$ cat src/rtl/risc16p.sv
// risc16p: 16-bit three-stage (IF / ID / EX+WB) RISC core.
// Full 16-op ALU, beqz/dec_bnez/bmi/bpl/j branches resolved in ID with one
// delay slot, memory wait-state handshakes that stall the whole pipeline,
// and cycle/retire/stall performance counters.
//
// Ports:
//   clk, rst_n                   clock, asynchronous active-low reset
//   i_addr, i_oe, i_din, i_ready instruction fetch port
//   d_addr, d_oe, d_we, d_dout,
//   d_din, d_ready               data port (d_we: 11 word, 01 high/even, 10 low/odd)
//   cycle_cnt, instret_cnt,
//   stall_cnt                    performance counters, wrap at 2^CNT_W
module risc16p #(
    parameter logic [15:0] RESET_PC = 16'h0000,
    parameter int          CNT_W    = 32
) (
    input  logic             clk,
    input  logic             rst_n,
    output logic [15:0]      i_addr,
    output logic             i_oe,
    input  logic [15:0]      i_din,
    input  logic             i_ready,
    output logic [15:0]      d_addr,
    output logic             d_oe,
    output logic [1:0]       d_we,
    output logic [15:0]      d_dout,
    input  logic [15:0]      d_din,
    input  logic             d_ready,
    output logic [CNT_W-1:0] cycle_cnt,
    output logic [CNT_W-1:0] instret_cnt,
    output logic [CNT_W-1:0] stall_cnt
);

    logic [15:0] pc, pc_id, ir_id, ir_ex, a_ex, b_ex, wb_val;
    logic [2:0]  wb_reg;
    logic        wb_en;
    logic [15:0] rf [0:7];

    function automatic logic [15:0] alu(input logic [3:0] code,
                                        input logic [15:0] a,
                                        input logic [15:0] b);
        case (code)
            4'h0:    return a;
            4'h1:    return b;
            4'h2:    return ~b;
            4'h3:    return a ^ b;
            4'h4:    return a + b;
            4'h5:    return a - b;
            4'h6:    return {b[7:0], 8'h00};
            4'h7:    return {8'h00, b[15:8]};
            4'h8:    return {b[14:0], 1'b0};
            4'h9:    return {1'b0, b[15:1]};
            4'hA:    return a & b;
            4'hB:    return a | b;
            4'hC:    return {a[13:0], 2'b00};
            4'hD:    return {2'b00, a[15:2]};
            4'hE:    return b & 16'h00FE;
            default: return {8'h00, b[15:8] & 8'hFE};
        endcase
    endfunction

    // Does this instruction write its rX field? Nops, stores and branches
    // other than dec_bnez do not, so they never forward either.
    function automatic logic writes_rx(input logic [15:0] ir);
        if (ir == 16'h0000)
            return 1'b0;
        else if (ir[15:11] == 5'b00000)
            return !ir[4] || (ir[4:0] == 5'b10001) || (ir[4:0] == 5'b10011);
        else if (!ir[15])
            return 1'b1;
        else
            return ir[15:11] == 5'b10001;
    endfunction

    // ---------------- EX stage ----------------
    logic [4:0]  op_ex, fn_ex;
    logic        r_ex, sw_ex, lw_ex, sbu_ex, lbu_ex, mem_ex, ex_wr, ex_nop;
    logic [15:0] ex_result;
    logic        oe_int;
    logic [1:0]  we_int;
    logic        stall;

    assign op_ex  = ir_ex[15:11];
    assign fn_ex  = ir_ex[4:0];
    assign r_ex   = (op_ex == 5'b00000);
    assign sw_ex  = r_ex && (fn_ex == 5'b10000);
    assign lw_ex  = r_ex && (fn_ex == 5'b10001);
    assign sbu_ex = r_ex && (fn_ex == 5'b10010);
    assign lbu_ex = r_ex && (fn_ex == 5'b10011);
    assign mem_ex = sw_ex || lw_ex || sbu_ex || lbu_ex;
    assign ex_wr  = writes_rx(ir_ex);
    assign ex_nop = (ir_ex == 16'h0000) ||
                    (op_ex[4] && !(op_ex[3:2] == 2'b00 || op_ex == 5'b11000));

    always_comb begin
        ex_result = 16'h0000;
        if (r_ex) begin
            if (!fn_ex[4])
                ex_result = alu(fn_ex[3:0], a_ex, b_ex);
            else if (lw_ex)
                ex_result = d_din;
            else if (lbu_ex)
                ex_result = {8'h00, b_ex[0] ? d_din[7:0] : d_din[15:8]};
        end else if (op_ex == 5'b10001) begin
            ex_result = a_ex - 16'd1;
        end else if (!op_ex[4]) begin
            ex_result = alu(op_ex[3:0], a_ex, b_ex);
        end
    end

    assign oe_int = lw_ex || lbu_ex;
    assign we_int = sw_ex ? 2'b11 : (sbu_ex ? (b_ex[0] ? 2'b10 : 2'b01) : 2'b00);
    // Stall uses the ungated strobes; ir_ex is already clear during reset.
    assign stall  = !i_ready || ((oe_int || (we_int != 2'b00)) && !d_ready);

    assign i_addr = pc;
    assign i_oe   = rst_n;
    assign d_oe   = rst_n && oe_int;
    assign d_we   = rst_n ? we_int : 2'b00;
    assign d_addr = mem_ex ? b_ex : 16'h0000;
    always_comb begin
        d_dout = 16'h0000;
        if (sw_ex)
            d_dout = a_ex;
        else if (sbu_ex)
            d_dout = b_ex[0] ? {8'h00, a_ex[7:0]} : {a_ex[7:0], 8'h00};
    end

    // ---------------- ID stage ----------------
    logic [4:0]  op_id;
    logic [2:0]  rx_id, ry_id;
    logic [15:0] rx_val, ry_val, imm16, b_id, sext8, target;
    logic        taken;

    assign op_id = ir_id[15:11];
    assign rx_id = ir_id[10:8];
    assign ry_id = ir_id[7:5];
    assign sext8 = {{8{ir_id[7]}}, ir_id[7:0]};

    always_comb begin
        if (ex_wr && ir_ex[10:8] == rx_id)
            rx_val = ex_result;
        else if (wb_en && wb_reg == rx_id)
            rx_val = wb_val;
        else
            rx_val = rf[rx_id];
    end

    always_comb begin
        if (ex_wr && ir_ex[10:8] == ry_id)
            ry_val = ex_result;
        else if (wb_en && wb_reg == ry_id)
            ry_val = wb_val;
        else
            ry_val = rf[ry_id];
    end

    assign imm16  = (op_id == 5'b00100) ? sext8 : {8'h00, ir_id[7:0]};
    assign b_id   = (op_id == 5'b00000) ? ry_val : imm16;
    assign target = pc_id + 16'd2 + sext8;

    always_comb begin
        case (op_id)
            5'b10000: taken = (rx_val == 16'h0000);
            5'b10001: taken = (rx_val != 16'h0001);
            5'b10010: taken = rx_val[15];
            5'b10011: taken = !rx_val[15];
            5'b11000: taken = 1'b1;
            default:  taken = 1'b0;
        endcase
    end

    // ---------------- pipeline registers ----------------
    always_ff @(posedge clk or negedge rst_n) begin
        if (!rst_n) begin
            pc     <= RESET_PC;
            pc_id  <= RESET_PC;
            ir_id  <= 16'h0000;
            ir_ex  <= 16'h0000;
            a_ex   <= 16'h0000;
            b_ex   <= 16'h0000;
            wb_en  <= 1'b0;
            wb_reg <= 3'd0;
            wb_val <= 16'h0000;
            for (int i = 0; i < 8; i++)
                rf[i] <= 16'h0000;
        end else if (!stall) begin
            pc     <= taken ? target : pc + 16'd2;
            pc_id  <= pc;
            ir_id  <= i_din;
            ir_ex  <= ir_id;
            a_ex   <= rx_val;
            b_ex   <= b_id;
            wb_en  <= ex_wr;
            wb_reg <= ir_ex[10:8];
            wb_val <= ex_result;
            if (wb_en)
                rf[wb_reg] <= wb_val;
        end
    end

    always_ff @(posedge clk or negedge rst_n) begin
        if (!rst_n) begin
            cycle_cnt   <= '0;
            instret_cnt <= '0;
            stall_cnt   <= '0;
        end else begin
            cycle_cnt <= cycle_cnt + CNT_W'(1);
            if (stall)
                stall_cnt <= stall_cnt + CNT_W'(1);
            else if (!ex_nop)
                instret_cnt <= instret_cnt + CNT_W'(1);
        end
    end

endmodule

$ cat config.mk
export PLATFORM = sky130hd
export DESIGN_NAME = risc16p
export DESIGN_NICKNAME = d
export VERILOG_FILES = /design/src/rtl/risc16p.sv
export SDC_FILE = /design/constraint.sdc
export NUM_CORES = 1
export LEC_CHECK = 0
export CORE_ASPECT_RATIO = 0.9
export CORE_UTILIZATION = 40
export CTS_BUF_LIST = sky130_fd_sc_hd__clkbuf_16
export CTS_CLUSTER_DIAMETER = 60
export CTS_CLUSTER_SIZE = 40
export DETAILED_ROUTE_END_ITERATION = 8
export PLACE_DENSITY = 0.56
export SETUP_SLACK_MARGIN = 0.3
export SYNTH_ARGS = -nofsm -noshare
export SYNTH_HDL_FRONTEND = slang
export SYNTH_SLANG_ARGS = --single-unit
$ cat constraint.sdc
create_clock -name clk -period 4.8 [get_ports clk]
set_input_delay 1.44 -clock clk [delete_from_list [all_inputs] [get_ports clk]]
set_output_delay 1.44 -clock clk [all_outputs]
set_load 0.01 [all_outputs]
Word level (Yosys, flattened, before mapping)
Index checks and enable logic that the tools add are counted.
{"block": "classes", "bitwise": 9, "addsub": 9, "n_reduce_logical": 37, "n_eq_ne": 45, "order_cmp": 4, "muxes": 37}
{"operator": "16-bit one-hot mux with 15 select lines", "count": 2}
{"operator": "16-bit two-way mux", "count": 21}
{"operator": "128-bit bitwise mux", "count": 1}
{"operator": "32-bit by 1-bit adder with 32-bit output (second input constant)", "count": 3}
{"operator": "16-bit binary-select mux with 3-bit select", "count": 2}
{"operator": "4-bit == test (second input constant)", "count": 14}
{"operator": "5-bit == test (second input constant)", "count": 11}
{"operator": "16-bit demux with 3-bit select", "count": 1}
{"operator": "16-bit adder", "count": 2}
{"operator": "16-bit by 2-bit adder with 16-bit output (second input constant)", "count": 2}
{"operator": "4-bit by 3-bit == test with 1-bit output (second input constant)", "count": 8}
{"operator": "16-bit zero test", "count": 2}
{"operator": "16-bit bitwise AND", "count": 1}
{"operator": "4-bit by 2-bit == test with 1-bit output (second input constant)", "count": 4}
{"operator": "8-bit two-way mux", "count": 2}
{"operator": "16-bit by 1-bit != test with 1-bit output (second input constant)", "count": 1}
{"operator": "16-bit inverter", "count": 1}
{"operator": "16-bit bitwise OR", "count": 1}
{"operator": "16-bit by 1-bit subtractor with 16-bit output (second input constant)", "count": 1}
{"operator": "16-bit subtractor", "count": 1}
{"operator": "16-bit bitwise XOR", "count": 1}
{"operator": "3-bit == test", "count": 4}
{"operator": "4-bit greater-or-equal comparator (second input constant)", "count": 3}
{"operator": "1-bit logical AND", "count": 12}
{"operator": "15 further kinds", "count": 40}
{"block": "word_totals", "wordCells": 161, "reg_bits": 340}

Depth between registers and ports, before layout
{"block": "logic_depth", "word_depth": 10, "mapped_depth": 19, "ltp_nobuf": 19}

Worst setup path before layout
OpenSTA, ideal clock, no wires.
{"block": "synth_timing", "path_type": "reg2reg", "from": "register b_ex[1]", "to": "register pc[5], in the netlist i_addr[5]", "required_time_ps": 4674, "arrival_ps": 4235, "path_slack_ps": 438, "synth_period_minus_slack_ps": 4362, "stages_incl_launch_ff": 17, "setup_ps": 126, "cell_sequence": "dfrtp_1 > clkbuf_1 > inv_1 > fa_1 > nor2b_1 > o311ai_2 > a21oi_1 > or3_1 > o31a_1 > a221oi_1 > a21oi_1 > a2bb2oi_1 > o32ai_1 > a31oi_1 > o311ai_2 > nand2_4 > a311o_1"}
{"block": "synth_between", "elab_chain_len": 9, "elab_cells_between_ends": 18, "cone_classes": "add/sub (2); eq/ne (1); mux (9); bitwise (4); reduce/logical (2)"}
{"element": "from (decl)", "line": "34", "text": "logic [15:0] pc, pc_id, ir_id, ir_ex, a_ex, b_ex, wb_val;"}
{"element": "from (signal assigned)", "line": "193", "text": "b_ex <= b_id;"}
{"element": "16-bit subtractor, or another cell as far along", "line": "48", "text": "4'h5: return a - b;"}
{"element": "16-bit one-hot mux with 15 select lines", "line": "42", "text": "case (code)"}
{"element": "16-bit two-way mux", "line": "106", "text": "end else if (!op_ex[4]) begin"}
{"element": "16-bit two-way mux", "line": "104", "text": "end else if (op_ex == 5'b10001) begin"}
{"element": "16-bit two-way mux (*)", "line": "97", "text": "if (r_ex) begin"}
{"element": "16-bit two-way mux (*)", "line": "141", "text": "if (ex_wr && ir_ex[10:8] == rx_id)"}
{"element": "16-bit by 1-bit != test with 1-bit output, or another cell as far along", "line": "165", "text": "5'b10001: taken = (rx_val != 16'h0001);"}
{"element": "1-bit one-hot mux with 5 select lines (*)", "line": "163", "text": "case (op_id)"}
{"element": "16-bit two-way mux (*)", "line": "188", "text": "pc <= taken ? target : pc + 16'd2;"}
{"element": "to (signal assigned)", "line": "188"}
{"element": "to (decl)", "line": "34"}
Mark *: on every way between the ends. The rest lies on a longest branch, timed or not.
A chain may end at the register's enable or synchronous reset.

Worst setup path after layout
{"block": "layout_timing", "from": "register ir_ex[0]", "to": "output d_dout[10]"}
{"block": "layout_between", "elab_chain_len": 4, "elab_cells_between_ends": 6, "cone_classes": "eq/ne (2); mux (2); reduce/logical (2)"}
{"element": "from (decl)", "line": "34"}
{"element": "from (signal assigned)", "line": "191", "text": "ir_ex <= ir_id;"}
{"element": "5-bit == test", "line": "88", "text": "assign sbu_ex = r_ex && (fn_ex == 5'b10010);"}
{"element": "1-bit logical AND", "line": "88"}
{"element": "16-bit two-way mux", "line": "125", "text": "else if (sbu_ex)"}
{"element": "16-bit two-way mux (*)", "line": "123", "text": "if (sw_ex)"}
{"element": "to (decl)", "line": "26", "text": "output logic [15:0] d_dout,"}
Marks and branches as above.

==> impl_results.md <==
- Vias per cell: 6.309
- Post-DRT Antenna Nets: 0
- Status: finished clean
- CTS Sinks: 340
- Worst slew pin tran: 0.9036 ns
- Total Wirelength: 116.4 mm
- Grt ovf: 0
- CTS Root Cell: clkbuf_16
- Final Net Count: 3212
- Die height: 237.6 um
- Mux contribution to synthesized area: 0.1535
- Htree depth: 1
- CP Launch Type: flop
- Hold path depth: 1
- Unique cell type count in the Yosys netlist: 105
- Clk pwr share: 0.165
- Synthesis warning total: 0
- XOR/XNOR Fraction of Synth Area: 0.04934
- Fillers: 5705
- Total global routing track utilization: 0.3645
- Final Slew Violations: 0
- DR WL/cell: 29.88 um
- Synth Register Bits: 340
- Pint: 0.008795 W
- RR Endpoint: i_addr[5]
- Post-Synth Simple-Gate Area: 0.1715
- Sequential area share after synthesis: 0.3448
- Final Wtd Congestion: 1.090
- Core area: 60410 um^2
- Reg with most FFs: rf
- Site Rows: 85
- Crit path kind: flop to output pin
- WP data required: 3.36 ns
- Number of flops mapped to enable cells by yosys: 0
- Via count: 24.58k
- Number of detailed-routing iterations run before antenna repair: 9
- Net load switching power: 0.007639 W
- Largest area contributor in the netlist: dfrtp_1
- Max clock buf depth: 3
- Worst Hold Class: flop to flop
- RSZ-0062 raised after global routing: true
- Post-Route Setup TNS: 0 ns
- Largest net degree at the start of global routing: 142
- Final Cell Area: 31100 um^2
- TritonCTS Buffers: 28
- Hold Path End: stall_cnt[31]
- Reg2reg start: a_ex[5]
- Seq pwr share: 0.273
- Number of flip-flops in the largest register: 128
- Critical Path End Type: output pin
- Port bufs: 183
- Fin. Hold Viols: 0
- Ranking of synthesized cells by area: dfrtp_1 (34%), mux4_2 (6.1%), mux2_2 (6.1%)
- Detailed Route Iter0 Violations: 3085
- Syn_nets: 2847
- Cell Area, Placed: 29370 um^2
- Worst-path clk slew: 0.09 ns
- R2R cell count: 17
- Vias in the first global route: 23.84k
- DIE AREA: 62690 um^2
- Switching Fraction: 0.4648
- Avg Inst Size Synth: 9.058 um^2
- Power per cell area: 528.5 nW/um^2
- Compound-Gate Fraction of Synth Area: 0.1838
- Crit Path Max Fanout: 15
- Worst vdd rail ir drop: 0.0003604 V
- Top_reg_cell synth: dfrtp_1
- Combinational share of power: 0.562
- Final setup vio count: 0
- DR DRC count: 0
- Mapped Cells: 2724
- Initial core utilization: 0.4085
- Ports: 184
- FFs w/ async S/R, synth: 1.000
- Initial antenna violation count: 6
- Slew Limit Headroom: 0.3976
- Max-cap viol count: 0
- Share of the synthesized area in the top cell type: 0.3448
- Max Fclk: 222.0 MHz
- Min-delay src: stall_cnt[31]
- Main combinational cell family by area after synthesis: compound AO/OA/AOI/OAI gates
- Post-CTS Hold Buffers: 0
- Min cycle time layout: 4.504 ns
- Area grow syn2layout: 26.02%
- Critical path arrival: 3.06 ns
- Adder-cell share of the synthesized area: 0.04503
- Period utilization: 0.9383
- Global-route wire length before repair: 168.8 mm
- Reg2reg setup slack: 0.34 ns
- Final core occ: 0.5148
- Post-DP HPWL: 88.79 mm
- Leakage: 13.62 nW
- DIE WIDTH: 263.8 um
- Clock Latency Late Sink: 0.66 ns
- Fin Clk Skew: 0.07783 ns
- Fraction of layout cells with a size suffix above 1: 0.2449
- CTS tree: yes
- Post-Syn Area: 24670 um^2
==> cell usage after synthesis (11+ instances only) <==
cell type,n
o31ai_1,12
o32ai_1,12
nand2_1,383
o22ai_1,38
a21oi_1,100
o221ai_1,14
a311oi_1,11
nor2_1,187
buf_4,14
xor2_1,40
nor3_1,50
mux2_2,133
clkbuf_1,150
a211oi_1,13
nor2b_1,29
a31oi_1,21
mux4_2,67
or3_1,13
buf_1,14
buf_2,36
nor4_1,27
xnor2_1,99
inv_1,76
o211ai_1,42
nand4_1,29
dfrtp_1,340
ha_1,84
nand2b_1,30
a22oi_1,31
nand3_1,65
a221oi_1,12
and3_1,38
o21ai_0,192
a32oi_1,15
o21a_1,12
mux2i_1,77
==> how the worst max path moves through the flow <==
stage                    from         end  slack, ns  depth (start not counted)
finish               ir_ex[0]  d_dout[10]       0.30                          6
global route          b_ex[2]   i_addr[5]       0.22                         20
CTS                 ir_ex[13]  d_dout[14]       0.27                          9
detailed placement  d_din[12]   i_addr[0]      -0.21                         13
global placement    d_din[12]   i_addr[5]      -0.20                         13
floorplan             b_ex[1]   i_addr[5]       0.44                         16
==> final cells by class <==
| type | count | area [um^2] | area share |
|---|---|---|---|
| multi-input combinational | 2080 | 15360 | 0.4939 |
| inverter | 84 | 319.1 | 0.01026 |
| clock buffer | 28 | 700.7 | 0.02253 |
| sequential | 340 | 8523 | 0.2741 |
| timing repair buffer | 555 | 4761 | 0.1531 |
| clock inverter | 24 | 449.2 | 0.01444 |
| antenna | 2 | 5.005 | 0.0001609 |
| tap | 783 | 979.7 | 0.03151 |
==> per-layer routing <==
metal  up-vias  track usage  wire, um
met5         -     0.005405       139
met4         8       0.1490      5405
met3       284      0.08505     10940
met2      1209       0.5461     50480
met1     12414       0.5051     49470
li1      10664            -         -
==> repair_timing <==
| item | 4_1_cts | 5_1_grt |
|---|---|---|
| gates cloned | 1 | 0 |
| setup endpoints to repair | 53 | 33 |
| pin swaps | 13 | 22 |
| gates resized for setup | 70 | 88 |
| setup buffers | 12 | 5 |
==> stage by stage <==
stage / hold slack, ns / std cells / worst slack [ns] / total power [W]
final: 0.4644 / 3896 / 0.2960 / 0.01643
after global routing: 0.4884 / 3894 / 0.2165 / 0.01706
after CTS: 0.4708 / 3889 / 0.2725 / 0.01596
after detailed placement: 0.4605 / 3824 / -0.2134 / 0.01304
after global placement: 0.4573 / 3824 / -0.1977 / 0.01297
after floorplan: 0.4472 / 2724 / 0.4383 / 0.008831
==> power groups by stage <==
stage | Combinational (W) | Clock [W] | Sequential, W
2_1_floorplan | 0.00463 | 0 | 0.00420
3_3_place_gp | 0.00854 | 0 | 0.00443
3_5_place_dp | 0.00853 | 0 | 0.00451
4_1_cts | 0.00875 | 0.00276 | 0.00446
5_1_grt | 0.00960 | 0.00286 | 0.00460
6_report | 0.00923 | 0.00271 | 0.00449
==> cells by family (layout without fill, tap and decap cells) <==
kind of cell / Yosys count / after routing
simple gates: 909 / 909
compound gates: 667 / 667
other cells: 0 / 2
fa+ha+maj: 87 / 87
flops: 340 / 340
buf+inv: 304 / 691
xor+xnor: 139 / 139
mux: 278 / 278
==> placed cells by master, fill, tap and decap left out, types with 17 or more instances in the layout <==
master,count
nand3_1,63
buf_4,352
clkbuf_16,28
mux2i_1,75
nor2b_1,27
dlygate4sd2_1,21
mux4_2,67
o211ai_1,42
and3_1,38
clkdlybuf4s50_1,151
nand4_1,29
nor2_1,184
a21oi_1,97
xor2_1,40
a22oi_1,31
a31oi_1,20
inv_1,72
o21ai_0,187
ha_1,74
nor3_1,49
nand2b_1,29
nand2_1,381
o22ai_1,32
nor4_1,17
mux2_2,133
xnor2_1,98
dfrtp_1,330
==> worst max-delay path, cell delays in order (launching register included) <==
cell and delay [ns]:
dfrtp_4 0.60, or2_2 0.48, nor2_2 0.39, buf_4 0.21, a22oi_1 0.07, nor2_1 0.11, clkdlybuf4s50_1 0.55
(Power assumes the default switching activity.)
